===== src/rtl/i2c_config_sequencer_pkg.sv =====
// i2c_cfg_pkg: shared FSM states, word layout and codec address for the config sequencer
package i2c_cfg_pkg;
    typedef enum logic [3:0] {
        POWER_WAIT, IDLE, LOAD, WAIT_READY, LAUNCH, WAIT_END, GAP, NEXT, DONE, FAIL
    } state_t;
    localparam int WORD_W = 24;
    localparam int DEV_MSB = 23;
    localparam int DEV_LSB = 17;
    localparam int RW_BIT = 16;
    localparam int REG_MSB = 15;
    localparam int REG_LSB = 8;
    localparam int DATA_MSB = 7;
    localparam int DATA_LSB = 0;
    localparam logic [6:0] CODEC_ADDR = 7'h1A;
    function automatic logic [WORD_W-1:0] cfg_word(input logic [7:0] reg_addr, input logic [7:0] data);
        logic [WORD_W-1:0] w;
        w = '0;
        w[DEV_MSB:DEV_LSB] = CODEC_ADDR;
        w[RW_BIT] = 1'b0;
        w[REG_MSB:REG_LSB] = reg_addr;
        w[DATA_MSB:DATA_LSB] = data;
        return w;
    endfunction
endpackage


===== src/rtl/i2c_config_sequencer_if.sv =====
// i2c_config_sequencer_if: sequencer <-> controller/top-level handshake bundle
interface i2c_config_sequencer_if;
    import i2c_cfg_pkg::*;
    logic go;
    logic ready_in;
    logic end_in;
    logic error_in;
    logic [WORD_W-1:0] config_data;
    logic start_bit;
    logic stop_bit;
    logic busy;
    logic done;
    logic fail;
    logic [3:0] word_index;
    modport master (
        input go, ready_in, end_in, error_in,
        output config_data, start_bit, stop_bit, busy, done, fail, word_index
    );
    modport slave (
        output go, ready_in, end_in, error_in,
        input config_data, start_bit, stop_bit, busy, done, fail, word_index
    );
endinterface


===== src/rtl/i2c_config_sequencer_rom.sv =====
// i2c_config_rom: codec configuration table, unused addresses read as zero
module i2c_config_rom
    import i2c_cfg_pkg::*;
(
    input  logic [3:0]        addr,
    output logic [WORD_W-1:0] word
);
    always_comb begin
        case (addr)
            4'd0:    word = cfg_word(8'h1E, 8'h00);
            4'd1:    word = cfg_word(8'h00, 8'h17);
            4'd2:    word = cfg_word(8'h02, 8'h17);
            4'd3:    word = cfg_word(8'h04, 8'h79);
            4'd4:    word = cfg_word(8'h06, 8'h79);
            4'd5:    word = cfg_word(8'h08, 8'h12);
            4'd6:    word = cfg_word(8'h0A, 8'h00);
            4'd7:    word = cfg_word(8'h0C, 8'h00);
            4'd8:    word = cfg_word(8'h0E, 8'h42);
            4'd9:    word = cfg_word(8'h12, 8'h01);
            default: word = '0;
        endcase
    end
endmodule


===== src/rtl/i2c_config_sequencer.sv =====
// i2c_config_sequencer: walks the codec ROM through the I2C controller with per-word retry and timeout
module i2c_config_sequencer
    import i2c_cfg_pkg::*;
#(
    parameter int NUM_WORDS      = 10,
    parameter int POWER_WAIT_CYC = 2000,
    parameter int GAP_CYC        = 20,
    parameter int TIMEOUT_CYC    = 200,
    parameter int MAX_RETRY      = 3
) (
    input logic clk_200khz,
    input logic reset_ctrl,
    i2c_config_sequencer_if.master bus
);
    localparam int PW_W = $clog2(POWER_WAIT_CYC + 1);
    localparam int GAP_W = $clog2(GAP_CYC + 1);
    localparam int TO_W = $clog2(TIMEOUT_CYC + 1);
    localparam logic [PW_W-1:0] PW_LAST = PW_W'(POWER_WAIT_CYC - 1);
    localparam logic [GAP_W-1:0] GAP_LAST = GAP_W'(GAP_CYC - 1);
    localparam logic [TO_W-1:0] TO_LAST = TO_W'(TIMEOUT_CYC - 1);
    localparam logic [3:0] LAST_IDX = 4'(NUM_WORDS - 1);
    localparam logic [1:0] RETRY_LIMIT = 2'(MAX_RETRY);
    state_t state;
    logic [PW_W-1:0] pw_cnt;
    logic [GAP_W-1:0] gap_cnt;
    logic [TO_W-1:0] to_cnt;
    logic [1:0] retry;
    logic word_ok;
    logic ack;
    logic [WORD_W-1:0] rom_word;
    i2c_config_rom u_rom (.addr(bus.word_index), .word(rom_word));
    assign ack = bus.end_in & ~bus.error_in;
    always_ff @(posedge clk_200khz or posedge reset_ctrl) begin
        if (reset_ctrl) begin
            state <= POWER_WAIT;
            pw_cnt <= '0;
            gap_cnt <= '0;
            to_cnt <= '0;
            retry <= '0;
            word_ok <= 1'b0;
            bus.config_data <= '0;
            bus.start_bit <= 1'b0;
            bus.stop_bit <= 1'b0;
            bus.busy <= 1'b0;
            bus.done <= 1'b0;
            bus.fail <= 1'b0;
            bus.word_index <= '0;
        end else begin
            bus.start_bit <= 1'b0;
            case (state)
                POWER_WAIT: begin
                    bus.busy <= 1'b1;
                    pw_cnt <= (pw_cnt == PW_LAST) ? '0 : pw_cnt + 1'b1;
                    state <= (pw_cnt == PW_LAST) ? LOAD : POWER_WAIT;
                end
                IDLE, DONE, FAIL: begin
                    if (bus.go) begin
                        bus.done <= 1'b0;
                        bus.fail <= 1'b0;
                        bus.busy <= 1'b1;
                        bus.word_index <= '0;
                        retry <= '0;
                        state <= LOAD;
                    end
                end
                LOAD: begin
                    bus.config_data <= rom_word;
                    to_cnt <= '0;
                    state <= WAIT_READY;
                end
                WAIT_READY: begin
                    if (bus.ready_in) begin
                        bus.start_bit <= 1'b1;
                        bus.stop_bit <= 1'b1;
                        state <= LAUNCH;
                    end
                end
                LAUNCH: state <= WAIT_END;
                WAIT_END: begin
                    to_cnt <= to_cnt + 1'b1;
                    // END wins over a coincident timeout because ack/NACK is decided from END first
                    if (bus.end_in || to_cnt == TO_LAST) begin
                        bus.stop_bit <= 1'b0;
                        word_ok <= ack;
                        retry <= ack ? '0 : retry + 1'b1;
                        if (!ack && retry + 2'd1 == RETRY_LIMIT) begin
                            bus.fail <= 1'b1;
                            bus.busy <= 1'b0;
                            state <= FAIL;
                        end else begin
                            state <= GAP;
                        end
                    end
                end
                GAP: begin
                    gap_cnt <= (gap_cnt == GAP_LAST) ? '0 : gap_cnt + 1'b1;
                    state <= (gap_cnt == GAP_LAST) ? NEXT : GAP;
                end
                NEXT: begin
                    if (word_ok && bus.word_index == LAST_IDX) begin
                        bus.done <= 1'b1;
                        bus.busy <= 1'b0;
                        state <= DONE;
                    end else begin
                        bus.word_index <= word_ok ? bus.word_index + 1'b1 : bus.word_index;
                        state <= LOAD;
                    end
                end
                default: state <= IDLE;
            endcase
        end
    end
endmodule


===== src/flat_wrapper.sv =====
// flat-port wrapper written by rule: the top's interface ports become plain ports
module i2c_config_sequencer_flat import i2c_cfg_pkg::*;
#(
    parameter int NUM_WORDS      = 10,
    parameter int POWER_WAIT_CYC = 2000,
    parameter int GAP_CYC        = 20,
    parameter int TIMEOUT_CYC    = 200,
    parameter int MAX_RETRY      = 3
)
  (clk_200khz, reset_ctrl, bus_go, bus_ready_in, bus_end_in, bus_error_in, bus_config_data, bus_start_bit, bus_stop_bit, bus_busy, bus_done, bus_fail, bus_word_index);
  i2c_config_sequencer_if bus_i ();
  input logic clk_200khz;
  input logic reset_ctrl;
  input wire logic [$bits(bus_i.go)-1:0] bus_go;
  input wire logic [$bits(bus_i.ready_in)-1:0] bus_ready_in;
  input wire logic [$bits(bus_i.end_in)-1:0] bus_end_in;
  input wire logic [$bits(bus_i.error_in)-1:0] bus_error_in;
  output wire logic [$bits(bus_i.config_data)-1:0] bus_config_data;
  output wire logic [$bits(bus_i.start_bit)-1:0] bus_start_bit;
  output wire logic [$bits(bus_i.stop_bit)-1:0] bus_stop_bit;
  output wire logic [$bits(bus_i.busy)-1:0] bus_busy;
  output wire logic [$bits(bus_i.done)-1:0] bus_done;
  output wire logic [$bits(bus_i.fail)-1:0] bus_fail;
  output wire logic [$bits(bus_i.word_index)-1:0] bus_word_index;
  assign bus_i.go = bus_go;
  assign bus_i.ready_in = bus_ready_in;
  assign bus_i.end_in = bus_end_in;
  assign bus_i.error_in = bus_error_in;
  assign bus_config_data = bus_i.config_data;
  assign bus_start_bit = bus_i.start_bit;
  assign bus_stop_bit = bus_i.stop_bit;
  assign bus_busy = bus_i.busy;
  assign bus_done = bus_i.done;
  assign bus_fail = bus_i.fail;
  assign bus_word_index = bus_i.word_index;
  i2c_config_sequencer #(.NUM_WORDS(NUM_WORDS), .POWER_WAIT_CYC(POWER_WAIT_CYC), .GAP_CYC(GAP_CYC), .TIMEOUT_CYC(TIMEOUT_CYC), .MAX_RETRY(MAX_RETRY)) u_core (.clk_200khz(clk_200khz), .reset_ctrl(reset_ctrl), .bus(bus_i));
endmodule

===== config.mk =====
export PLATFORM = sky130hd
export DESIGN_NAME = i2c_config_sequencer_flat
export DESIGN_NICKNAME = d
export VERILOG_FILES = /design/src/rtl/i2c_config_sequencer_pkg.sv /design/src/rtl/i2c_config_sequencer_if.sv /design/src/rtl/i2c_config_sequencer_rom.sv /design/src/rtl/i2c_config_sequencer.sv /design/src/flat_wrapper.sv
export SDC_FILE = /design/constraint.sdc
export NUM_CORES = 1
export LEC_CHECK = 0
export BUFFER_PORTS_ARGS = -buffer_cell sky130_fd_sc_hd__buf_4
export CORE_UTILIZATION = 45
export DETAILED_ROUTE_END_ITERATION = 7
export REMOVE_ABC_BUFFERS = 1
export SETUP_SLACK_MARGIN = 0.1
export SYNTH_ARGS = -nofsm -noshare
export SYNTH_HDL_FRONTEND = slang
export SYNTH_HIERARCHICAL = 1
export SYNTH_SLANG_ARGS = --single-unit

===== constraint.sdc =====
create_clock -name clk_200khz -period 2.2 [get_ports clk_200khz]
set_clock_uncertainty 0.15 [all_clocks]
set_input_delay 0.33 -clock clk_200khz [delete_from_list [all_inputs] [get_ports clk_200khz]]
set_output_delay 0.33 -clock clk_200khz [all_outputs]
set_load 0.01 [all_outputs]

After elaboration in Yosys (flattened, before gate mapping):

Memory sizes are Yosys's and may differ from the RTL's. A register that Yosys moved wholly into a read port is not among the register bits.
Cells that the tools add are included.

* memories: 1
* ROM bits: 224
* bits of input ports: 6
* register bits after elaboration: 64
* output and inout bits: 33

* bitwise logic cells: 2
* equal/unequal tests: 21
* $add $sub $neg: 5
* reductions and logical operators: 19
* multiplexer cells: 35

Memories
* (name not given): words 16, bits a word 14, read ports 1, clocked after Yosys merged registers in 1, write ports 0, line i2c_config_sequencer_rom.sv:9 `case (addr)`

Operators with widths (number)
* 4-bit two-way mux: 8
* 4-bit case mux with 8 select lines: 1
* 4-bit by 3-bit == test with 1-bit output, second input constant: 4
* 8-bit case mux with 2 select lines: 1
* 1-bit two-way mux: 13
* 4-bit == test, second input constant: 3
* 3-bit AND reduction: 4
* 11-bit by 1-bit adder with 11-bit output, second input constant: 1
* 11-bit == test, second input constant: 1
* 11-bit two-way mux: 1
* 8-bit by 1-bit adder with 8-bit output, second input constant: 1
* 4-bit by 2-bit == test with 1-bit output, second input constant: 2
* 8-bit == test, second input constant: 1
* 2-bit two-way mux: 4
* 2-bit by 1-bit != test with 1-bit output, second input constant: 4
* 4-bit case mux with 2 select lines: 1
* 4-bit AND reduction: 2
* 2-bit nonzero test: 4
* 2-bit != test, second input constant: 3
* 1-bit case mux with 2 select lines: 3
* 5-bit by 1-bit adder with 5-bit output, second input constant: 1
* 5-bit == test, second input constant: 1
* 5-bit two-way mux: 1
* 5-bit AND reduction: 1
* 15 further kinds: 16

Logic depth before layout (Yosys ltp):

Gate-level depths: netlist of the first run.

* word-level depth: 7
* depth in mapped cells: 6
* mapped depth without buffers: 6

Hierarchy:

The synthesis of the first run kept the hierarchy.

Modules (own cells, without submodules)
* i2c_config_sequencer: area an instance 3121.7 µm², seq. area each 1601.5 µm², instances 1, cells each 276
* i2c_config_rom: area an instance 332.8 µm², seq. area each 0.0 µm², instances 1, cells each 45

Worst setup path after synthesis of the first run:

No wires, ideal clock.

* kind: flip-flop to flip-flop
* from: register u_core.bus.word_index[1]
* to: register u_core.state[1]
* buffers on the path: 0
* setup time: 0.124 ns
* clock period less this slack: 1.849 ns
* path slack: 0.351 ns
* cell stages (with the launch flop): 7
* arrival time: 1.576 ns
* cell sequence: dfrtp_1 > inv_1 > ha_1 > nand4b_1 > a32o_1 > a211o_1 > o31a_1

* longest elaborated chain between the ends: 4

Ends and longest elaborated chain
* start: declaration: line i2c_config_sequencer_if.sv:17 `output config_data, start_bit, stop_bit, busy, done, fail, word_index`
* start signal: assignment: line i2c_config_sequencer.sv:105 `bus.word_index <= word_ok ? bus.word_index + 1'b1 : bus.word_index;`
* 4-bit == test: line i2c_config_sequencer.sv:100 `if (word_ok && bus.word_index == LAST_IDX) begin`
* 1-bit logical AND: line i2c_config_sequencer.sv:100
* 4-bit two-way mux: line i2c_config_sequencer.sv:100
* 4-bit case mux with 8 select lines: line i2c_config_sequencer.sv:50 `case (state)`
* end signal: assignment: line i2c_config_sequencer.sv:54 `state <= (pw_cnt == PW_LAST) ? LOAD : POWER_WAIT;`
* end signal: assignment: line i2c_config_sequencer.sv:97 `state <= (gap_cnt == GAP_LAST) ? NEXT : GAP;`
* end: declaration: line i2c_config_sequencer.sv:23 `state_t state;`

Every way passes these cells.
A chain may end at the register's enable or synchronous reset.

Worst setup path after layout of the first run:

* from: register u_core.to_cnt[0]
* to: register u_core.state[0]

* longest elaborated chain between the ends: 4

Ends and longest elaborated chain
* start: declaration: line i2c_config_sequencer.sv:26 `logic [TO_W-1:0] to_cnt;`
* start signal: assignment: line i2c_config_sequencer.sv:80 `to_cnt <= to_cnt + 1'b1;`
* 8-bit == test: line i2c_config_sequencer.sv:82 `if (bus.end_in || to_cnt == TO_LAST) begin`
* 1-bit logical OR: line i2c_config_sequencer.sv:82
* 2-bit by 1-bit != test with 1-bit output (no line)
* 3-bit AND reduction (no line)

Every way passes these cells.

==> impl_metrics.csv, run 1 <==
group,metric,value,unit
run_status,outcome,"finished clean",
layout,antennaDiodeCount,0,
power_and_ir_drop,powerDensity,1330,nW/µm²
global_route,grt_max_degree,65,
clock_tree,cts_buffer_depth,2,
min_path,hold_start,"bus_ready_in",
worst_setup_path,startpoint,"u_core/to_cnt[0]",
yosys,synthAdderAreaFrac,0.0362,
yosys,synth_xor_xnor_area_share,0.0254,
worst_setup_path,critPathSlowestCell,"dfrtp_1",
clock_tree,numCtsBuffers,9,
power_and_ir_drop,intPower,3.43,mW
worst_setup_path,start_kind,"flip-flop",
yosys,yosysTopAreaCell,"dfrtp_1",
routing,met2_length,2890,µm
power_and_ir_drop,ir_drop,0.470,mV
worst_setup_path,required,2.26,ns
layout,nets,381,
yosys,syn_inst,321,
yosys,synthArstFlopShare,1.00,
routing,post_drt_wl_per_cell,13.7,µm
routing,first_pass_iters,4,
yosys,ys.flop_type,"dfrtp_1",
layout,final_area,4010,µm²
clock_tree,root_buffer,"clkbuf_8",
worst_setup_path,reg2reg_from,"u_core/to_cnt[0]",
power_and_ir_drop,power.total,5.35,mW
clock_tree,htreeDepth,3,
global_route,overflow,0,
sta,hold_viol,0,
placement,port_buffers,38,
yosys,synthTopCellsByArea,"dfrtp_1 46%, mux2_2 7.2%, ha_1 3.6%",
sta,setup_viol,0,
routing,drtIter0Drc,156,
die,num_rows,31,
global_route,antenna_found_initial,0,
yosys,synthSimpleGateAreaFrac,0.195,
power_and_ir_drop,p_comb_frac,0.449,
yosys,synth_area,3450,µm²
sta,finalSetupTns,0,ns
clock_tree,cts_resized,0,
sta,fin_crit,1.99,ns
yosys,ys_warn_count,6,
power_and_ir_drop,power.share.clock,0.182,
worst_setup_path,worst-path-buf-inv,0,
yosys,ys_seq_elements,64,
min_path,min_path_cells,2,
layout,drive_gt1_frac,0.266,
worst_setup_path,cpPeakStageDelay,0.40,ns
routing,met1_length,3250,µm
worst_setup_path,cp_max_fo,6,
routing,wl_met3,206,µm
yosys,syn_area_per_cell,10.8,µm²
die,core,7330,µm²
clock_tree,clk_latency,0.34,ns
global_route,track_usage,0.177,
clock_tree,post_cts_buffers,0,
placement,routabilityCongestion,0.815,
yosys,seq_area_frac_synth,0.464,
die,floorplan.die_area,8030,µm²
global_route,grt_pass1_vias,2227,
routing,drtAntennaViolNets,0,
clock_tree,cts_tree,"built",
worst_setup_path,r2r_cells,5,
worst_setup_path,arrival,2.05,ns
routing,wl,6390,µm
worst_setup_path,path_class,"flip-flop to flip-flop",
worst_setup_path,cp_cell_sequence,"ha_1 > and3_1 > a211oi_4 > nor3_2 > mux2_1",
routing,drcViolationCount,0,
routing,vias,2465,
sta,fmax,0.503,GHz
sta,rsz0062_at_grt,"no",
yosys,yosysMostFrequentCell,"dfrtp_1",
worst_setup_path,cpLargestDelayFamily,"flip-flops",
run,maxCapViolations,0,
power_and_ir_drop,p_sw_frac,0.360,
layout,final_util,0.547,
power_and_ir_drop,switchingPower,1.92,mW
sta,finalMaxSlewViolations,0,
power_and_ir_drop,p_seq_frac,0.368,
yosys,synth_common_cells,"64 x dfrtp_1, 22 x mux2_2, 20 x nand2_1, 20 x nor2_1, 19 x o21ai_0",
die,fp.dieH,89.6,µm
global_route,grt_pass1_wl,10500,µm
power_and_ir_drop,p_leak,1.85,nW
yosys,synth_top_area_frac,0.464,
sta,finalCritPeriodShare,0.903,
clock_tree,cts.sinks,64,
yosys,yosysUniqueCellTypes,61,
yosys,synth_top_family_by_area,"simple AND/OR/NAND/NOR gates",
die,die_w,89.6,µm
min_path,hold_path_class,"input pin to flip-flop",
placement,dpl.hpwl,4380,µm
worst_setup_path,worstSetupEndpointType,"flip-flop",
placement,dpl_cell_area,3820,µm²
routing,highest_layer,"met4",
worst_setup_path,critical_path_depth,5,
layout,synthToLayoutAreaGrowth,16.2,%
yosys,synth_compound_area_frac,0.0989,
die,boundaryPins,39,
die,initial_utilization,0.471,
yosys,synthMuxAreaShare,0.111,
yosys,synth-edff-count,0,
clock_tree,clk_pin_slew,0.07,ns
routing,viasPerCell,5.27,
## metrics by stage
stage	cells	hold WS (ns)	setup slack (ns)
final	468	0.181	0.214
after global routing	468	0.163	0.103
after detailed placement	452	0.291	0.246
after CTS	468	0.157	0.219
after global placement	452	0.286	0.274
after floorplan	304	0.288	-0.0503
## power by group through the flow
stage | Sequential [mW] | Clock, mW | Combinational, mW
2_1_floorplan | 2.15 | 0 | 1.33
6_report | 1.97 | 0.974 | 2.40
3_3_place_gp | 1.97 | 0 | 2.39
3_5_place_dp | 2.00 | 0 | 2.42
5_1_grt | 2.04 | 1.07 | 2.68
4_1_cts | 1.97 | 1.02 | 2.44
## timing repair
item                                    CTS  global route
endpoints found under the setup margin    0             0
hold buffers                              1             0
endpoints found under the hold margin    64             0
## worst register-to-register path: cells and delay by family (launching register included)
family                   cells  cell delay [ns]
AO/OA/AOI/OAI                1             0.34
adder cells (fa/ha/maj)      1             0.27
flip-flops                   1             0.40
multiplexers                 1             0.32
AND/OR/NAND/NOR              2             0.38
## path summary, 6_finish.rpt
kind	end	slack, ns
max reg2reg	u_core/state[0]	0.21
max	u_core/state[0]	0.21
min	u_core/bus.start_bit	0.18
min in group asynchronous	u_core/bus.config_data[17]	0.46
min reg2reg	u_core/bus.config_data[2]	0.34
max in group asynchronous	u_core/gap_cnt[1]	1.15
## state kept, by name, summed over array words and instances, names as in the netlist
signal and cells:
u_core/word_ok 1, u_core/pw_cnt 11, u_core/bus.stop_bit 1, u_core/gap_cnt 5, u_core/retry 2, u_core/bus.fail 1
u_core/state 4, u_core/bus.start_bit 1, u_core/bus.done 1, u_core/to_cnt 8, u_core/bus.config_data 24, u_core/bus.busy 1
u_core/bus.word_index 4
## per-layer routing
metal / vias to the layer above / GRT usage
met5: - / 0
met4: 0 / 0.0909
met3: 2 / 0.0384
met2: 50 / 0.274
met1: 1202 / 0.234
li1: 1211 / -
## logic make-up after synthesis
family | count (synthesis)
AND/OR/NAND/NOR | 111
buffers and inverters | 39
multiplexers | 35
flip-flops | 64
other | 1
AO/OA/AOI/OAI | 51
XOR/XNOR | 10
adder cells (fa/ha/maj) | 10
## area by class of cell
type,instances,area [µm²]
Clock buffer,11,141
Tap cell,99,124
Fill cell,668,3320
Clock inverter,4,45.0
Multi-Input combinational cell,227,1650
Sequential cell,64,1600
Timing Repair Buffer,50,403
Inverter,13,48.8
## cell usage in the layout (no fill, tap or decap), types with 2 or more instances in the layout
cell type	instances
a31oi_1	2
and2_1	2
o21ai_1	2
o22ai_1	2
nand3_1	12
nor2b_1	2
mux2_1	5
dfrtp_1	64
o21a_1	2
mux2_2	22
mux2i_1	8
nor4b_4	2
nand2_1	20
nand3b_1	3
conb_1	10
a211oi_1	3
and4b_1	2
nand4_1	9
a21o_1	2
nand2b_1	6
clkbuf_8	10
nor3b_1	2
inv_1	12
nor2_1	20
buf_12	2
xnor2_1	3
nor3_2	2
o21ai_0	19
and3_1	10
nor3_1	5
a21oi_1	5
clkinv_2	3
buf_4	47
ha_1	10
xor2_1	7
and4_1	3
Note: power is estimated with default switching activity, not from simulation.
==> run 2: changes to the inputs <==
Settings changed: CORE_UTILIZATION 45 to 25.
==> run 2 against run 1 <==
Clock power up 33%. Sequential power about the same. Hold slack worse by 0.036 ns. Combinational power about the same. Die area up 78%. Fmax up 1.5%. Largest power group unchanged. Critical endpoint unchanged.
==> impl_metrics.csv, run 2 (synthesis gave the netlist of run 1 again) <==
group,metric,value,unit
layout,largest_register_ffs,24,
worst_setup_path,cp_max_fo,6,
worst_setup_path,cp_cell_sequence,"ha_1 > and3_1 > a211oi_4 > nor3_2 > mux2_1",
sta,rsz0062_at_grt,"no",
global_route,gr-usage-met1,0.132,
layout,nFillCells,1387,
sta,finalMaxSlewViolations,0,
die,die_w,120,µm
global_route,grt_pass1_wl,11600,µm
global_route,track_usage,0.104,
die,boundaryPins,39,
power_and_ir_drop,p_sw_frac,0.352,
power_and_ir_drop,powerDensity,1360,nW/µm²
power_and_ir_drop,ir_drop,0.507,mV
min_path,hold_path_class,"input pin to flip-flop",
routing,drcViolationCount,0,
routing,drtIter0Drc,228,
sta,relSlewSlack,0.643,
layout,synthToLayoutAreaGrowth,21.5,%
power_and_ir_drop,switchingPower,2.01,mW
layout,drive_gt1_frac,0.266,
sta,fin_crit,1.96,ns
placement,port_buffers,38,
placement,routabilityCongestion,0.817,
sta,hold_viol,0,
clock_tree,cts_buffer_depth,2,
placement,dpl_cell_area,3910,µm²
clock_tree,cts.sinks,64,
clock_tree,htreeDepth,3,
die,num_rows,42,
global_route,grtUsageMet2,0.161,
sta,worst_slew_pin_slew,0.535,ns
die,fp.dieH,120,µm
routing,viasPerCell,4.53,
power_and_ir_drop,p_comb_frac,0.425,
routing,wl,6900,µm
worst_setup_path,cpPeakStageDelay,0.40,ns
sta,finalCritPeriodShare,0.889,
global_route,overflow,0,
clock_tree,cts_resized,0,
layout,final_util,0.314,
run_status,outcome,"finished clean",
layout,finalNonFillerCells,545,
layout,multi_input_area,1650,µm²
power_and_ir_drop,p_seq_frac,0.347,
clock_tree,post_cts_buffers,0,
global_route,grt_max_degree,43,
layout,final_common_cell,"dfrtp_1",
layout,layout.area.seq,1600,µm²
power_and_ir_drop,p_leak,1.88,nW
power_and_ir_drop,power.share.clock,0.228,
worst_setup_path,start_kind,"flip-flop",
global_route,grt_pass1_vias,2396,
sta,setup_slack,0.243,ns
placement,post-place-ws,0.248,ns
worst_setup_path,cpLargestDelayFamily,"flip-flops",
sta,fmax,0.511,GHz
sta,setup_viol,0,
worst_setup_path,r2r_slack,0.24,ns
global_route,antenna_found_initial,0,
placement,dpl.hpwl,4830,µm
clock_tree,clk_pin_slew,0.05,ns
worst_setup_path,arrival,2.02,ns
layout,reg_top3,"u_core/bus.config_data x24, u_core/pw_cnt x11, u_core/to_cnt x8",
clock_tree,clk_latency,0.33,ns
layout,regMostFlops,"u_core/bus.config_data",
clock_tree,cts_tree,"built",
clock_tree,root_buffer,"clkbuf_16",
routing,vias,2471,
run,maxCapViolations,0,
global_route,grtUsageMet3,0.0309,
worst_setup_path,path_class,"flip-flop to flip-flop",
layout,antennaDiodeCount,0,
worst_setup_path,worst-path-buf-inv,0,
placement,dpl.cell_count,529,
routing,first_pass_iters,6,
die,core,13300,µm²
clock_tree,numCtsBuffers,9,
worst_setup_path,worstSetupEndpointType,"flip-flop",
layout,layout_common_cells,"64 x dfrtp_1, 47 x buf_4, 22 x mux2_2, 20 x nand2_1, 20 x nor2_1",
worst_setup_path,required,2.26,ns
routing,post_drt_wl_per_cell,12.7,µm
die,floorplan.die_area,14300,µm²
power_and_ir_drop,intPower,3.70,mW
worst_setup_path,critPathSlowestCell,"dfrtp_1",
routing,drtAntennaViolNets,0,
die,initial_utilization,0.259,
global_route,grt-busiest-layer,"met2",
layout,nets,381,
layout,final_area,4200,µm²
power_and_ir_drop,power.total,5.71,mW
-- run 2: cell types whose count changed in the layout (fill, tap and decap cells not counted), sizes merged --
cell and delta:
bufinv -1, clkbuf +1, clkinv -1, clkinvlp +1
-- run 2: stage by stage --
stage | TNS (ns) | hold slack, ns
2_1_floorplan | -0.931 | 0.288
3_5_place_dp | 0 | 0.270
3_3_place_gp | 0 | 0.249
6_report | 0 | 0.145
5_1_grt | 0 | 0.155
4_1_cts | 0 | 0.131
-- run 2: power groups by stage --
stage / Combinational, mW / Clock, mW / Sequential [mW]
global placement: 2.37 / 0 / 1.98
floorplan: 1.33 / 0 / 2.15
global route: 2.68 / 1.40 / 2.06
finish: 2.42 / 1.30 / 1.98
detailed placement: 2.44 / 0 / 2.00
CTS: 2.45 / 1.35 / 1.99
-- run 2: area by class of cell --
type / count / share of cell area
Multi-Input combinational cell: 227 / 0.393
Sequential cell: 64 / 0.382
Timing Repair Buffer: 50 / 0.0960
Clock buffer: 12 / 0.0611
Tap cell: 176 / 0.0525
Inverter: 13 / 0.0116
Clock inverter: 3 / 0.00417
-- run 2: worst paths after layout --
kind / cells after the start / end / start
worst max register to register: 5 / u_core/state[0] / u_core/to_cnt[0]
min in group asynchronous: 3 / u_core/bus.config_data[8] / reset_ctrl
worst min-delay path: 2 / u_core/bus.start_bit / bus_ready_in
worst min register to register: 1 / u_core/pw_cnt[10] / u_core/pw_cnt[10]
max in group asynchronous: 4 / u_core/bus.busy / reset_ctrl
worst max-delay path: 5 / u_core/state[0] / u_core/to_cnt[0]
-- run 2: routing by layer --
metal | wire length (µm) | part of all wire
met2 | 3190 | 0.46
met3 | 338 | 0.049
met4 | 123 | 0.018
met1 | 3250 | 0.47
met5 | 0 | 0
-- run 2: what timing repair did --
item,4_1_cts,5_1_grt
endpoints found under the hold margin,22,0
endpoints found under the setup margin,0,0
hold buffers,1,0
==> run 3: changes to the inputs <==
Settings changed: MAX_ROUTING_LAYER set to met4.
==> run 3 against run 2 <==
Critical path depth unchanged. Setup slack got worse by 0.0016 ns. Routed wire length about the same. Die area is the same. First-iteration DRC count unchanged. Utilization unchanged. Non-clock buffer count unchanged. Hold slack about the same. Global-route usage is 0.30 points higher. Fmax is essentially flat. Combinational power about the same. Critical path type unchanged. Largest cell class unchanged.
==> impl_metrics.csv, run 3 (synthesis gave the netlist of run 1 again) <==
group,metric,value,unit
global_route,grt_pass1_wl,11600,µm
worst_setup_path,worstSetupEndpointType,"flip-flop",
worst_setup_path,required,2.26,ns
run,maxCapViolations,0,
die,floorplan.die_area,14300,µm²
power_and_ir_drop,power.total,5.71,mW
die,boundaryPins,39,
global_route,antenna_found_initial,0,
layout,reg_top3,"u_core/bus.config_data x24, u_core/pw_cnt x11, u_core/to_cnt x8",
clock_tree,cts_tree,"built",
global_route,grtUsageMet3,0.0299,
worst_setup_path,cp_max_fo,6,
clock_tree,cts_resized,0,
sta,worst_slew_pin_slew,0.533,ns
die,die_w,120,µm
sta,rsz0062_at_grt,"no",
clock_tree,post_cts_buffers,0,
placement,dpl.cell_count,529,
die,num_rows,42,
placement,dpl.hpwl,4830,µm
layout,final_util,0.314,
layout,antennaDiodeCount,0,
routing,vias,2480,
routing,drtAntennaViolNets,0,
layout,layout_common_cells,"64 x dfrtp_1, 47 x buf_4, 22 x mux2_2, 20 x nand2_1, 20 x nor2_1",
worst_setup_path,arrival,2.02,ns
power_and_ir_drop,powerDensity,1360,nW/µm²
global_route,gr-usage-met1,0.133,
clock_tree,root_buffer,"clkbuf_16",
layout,largest_register_ffs,24,
layout,synthToLayoutAreaGrowth,21.5,%
global_route,track_usage,0.107,
routing,drtIter0Drc,228,
routing,post_drt_wl_per_cell,12.6,µm
sta,finalMaxSlewViolations,0,
clock_tree,clk_latency,0.33,ns
sta,holdWs,0.145,ns
die,core,13300,µm²
layout,finalNonFillerCells,545,
routing,first_pass_iters,4,
clock_tree,hold_buffers,1,
global_route,overflow,0,
clock_tree,cts_buffer_depth,2,
die,initial_utilization,0.259,
sta,relSlewSlack,0.644,
global_route,grt_max_degree,43,
run_status,outcome,"finished clean",
layout,nets,381,
layout,regMostFlops,"u_core/bus.config_data",
layout,drive_gt1_frac,0.266,
clock_tree,numCtsBuffers,9,
die,fp.dieH,120,µm
routing,viasPerCell,4.55,
placement,routabilityCongestion,0.829,
clock_tree,cts.sinks,64,
global_route,grt-busiest-layer,"met2",
layout,final_common_cell,"dfrtp_1",
routing,drcViolationCount,0,
sta,setup_viol,0,
sta,fmax,0.511,GHz
clock_tree,clk_pin_slew,0.05,ns
clock_tree,htreeDepth,3,
routing,wl,6890,µm
power_and_ir_drop,ir_drop,0.507,mV
power_and_ir_drop,p_leak,1.88,nW
worst_setup_path,path_class,"flip-flop to flip-flop",
global_route,grt_pass1_vias,2396,
sta,fin_crit,1.96,ns
placement,port_buffers,38,
sta,finalCritPeriodShare,0.890,
min_path,hold_path_class,"input pin to flip-flop",
sta,hold_viol,0,
worst_setup_path,start_kind,"flip-flop",
global_route,grtUsageMet2,0.161,
run 3: cell counts in the layout (fill, tap and decap cells not counted):
Identical to the previous run, type by type.
run 3: area by class of cell:
| class | instances | area [µm²] |
|---|---|---|
| Tap cell | 176 | 220 |
| Inverter | 13 | 48.8 |
| Clock inverter | 3 | 17.5 |
| Multi-Input combinational cell | 227 | 1650 |
| Fill cell | 1387 | 9150 |
| Timing Repair Buffer | 50 | 403 |
| Sequential cell | 64 | 1600 |
| Clock buffer | 12 | 256 |
run 3: worst paths after layout:
| check | startpoint | to | slack (ns) | cells after the start |
|---|---|---|---|---|
| max in group asynchronous | reset_ctrl | u_core/bus.busy | 0.82 | 4 |
| min in group asynchronous | reset_ctrl | u_core/bus.config_data[8] | 0.46 | 3 |
| hold reg to reg | u_core/pw_cnt[10] | u_core/pw_cnt[10] | 0.32 | 1 |
| setup reg to reg | u_core/to_cnt[0] | u_core/state[0] | 0.24 | 5 |
| setup / recovery | u_core/to_cnt[0] | u_core/state[0] | 0.24 | 5 |
| hold / removal | bus_ready_in | u_core/bus.start_bit | 0.15 | 2 |
run 3: critical path, cell delays in order (launching register included):
cell and delay (ns):
dfrtp_1 0.40, ha_1 0.27, and3_1 0.24, a211oi_4 0.33, nor3_2 0.12, mux2_1 0.32
run 3: per-layer routing:
metal  vias up  wire [µm]
met5         -          0
met4         0        121
met3        10        355
met2        60       3170
met1      1198       3240
li1       1212          -
run 3: where the power goes:
part	switching [mW]	leakage (nW)	internal [mW]
Clock	0.489	0.134	0.812
Combinational	1.16	0.945	1.27
Sequential	0.363	0.803	1.62
run 3: metrics by stage:
step / instance area, µm² / setup TNS (ns) / worst slack, ns
2_1_floorplan: 3300 / -0.931 / -0.0503
3_3_place_gp: 3910 / 0 / 0.307
3_5_place_dp: 3910 / 0 / 0.248
4_1_cts: 4200 / 0 / 0.248
5_1_grt: 4200 / 0 / 0.119
6_report: 4200 / 0 / 0.242
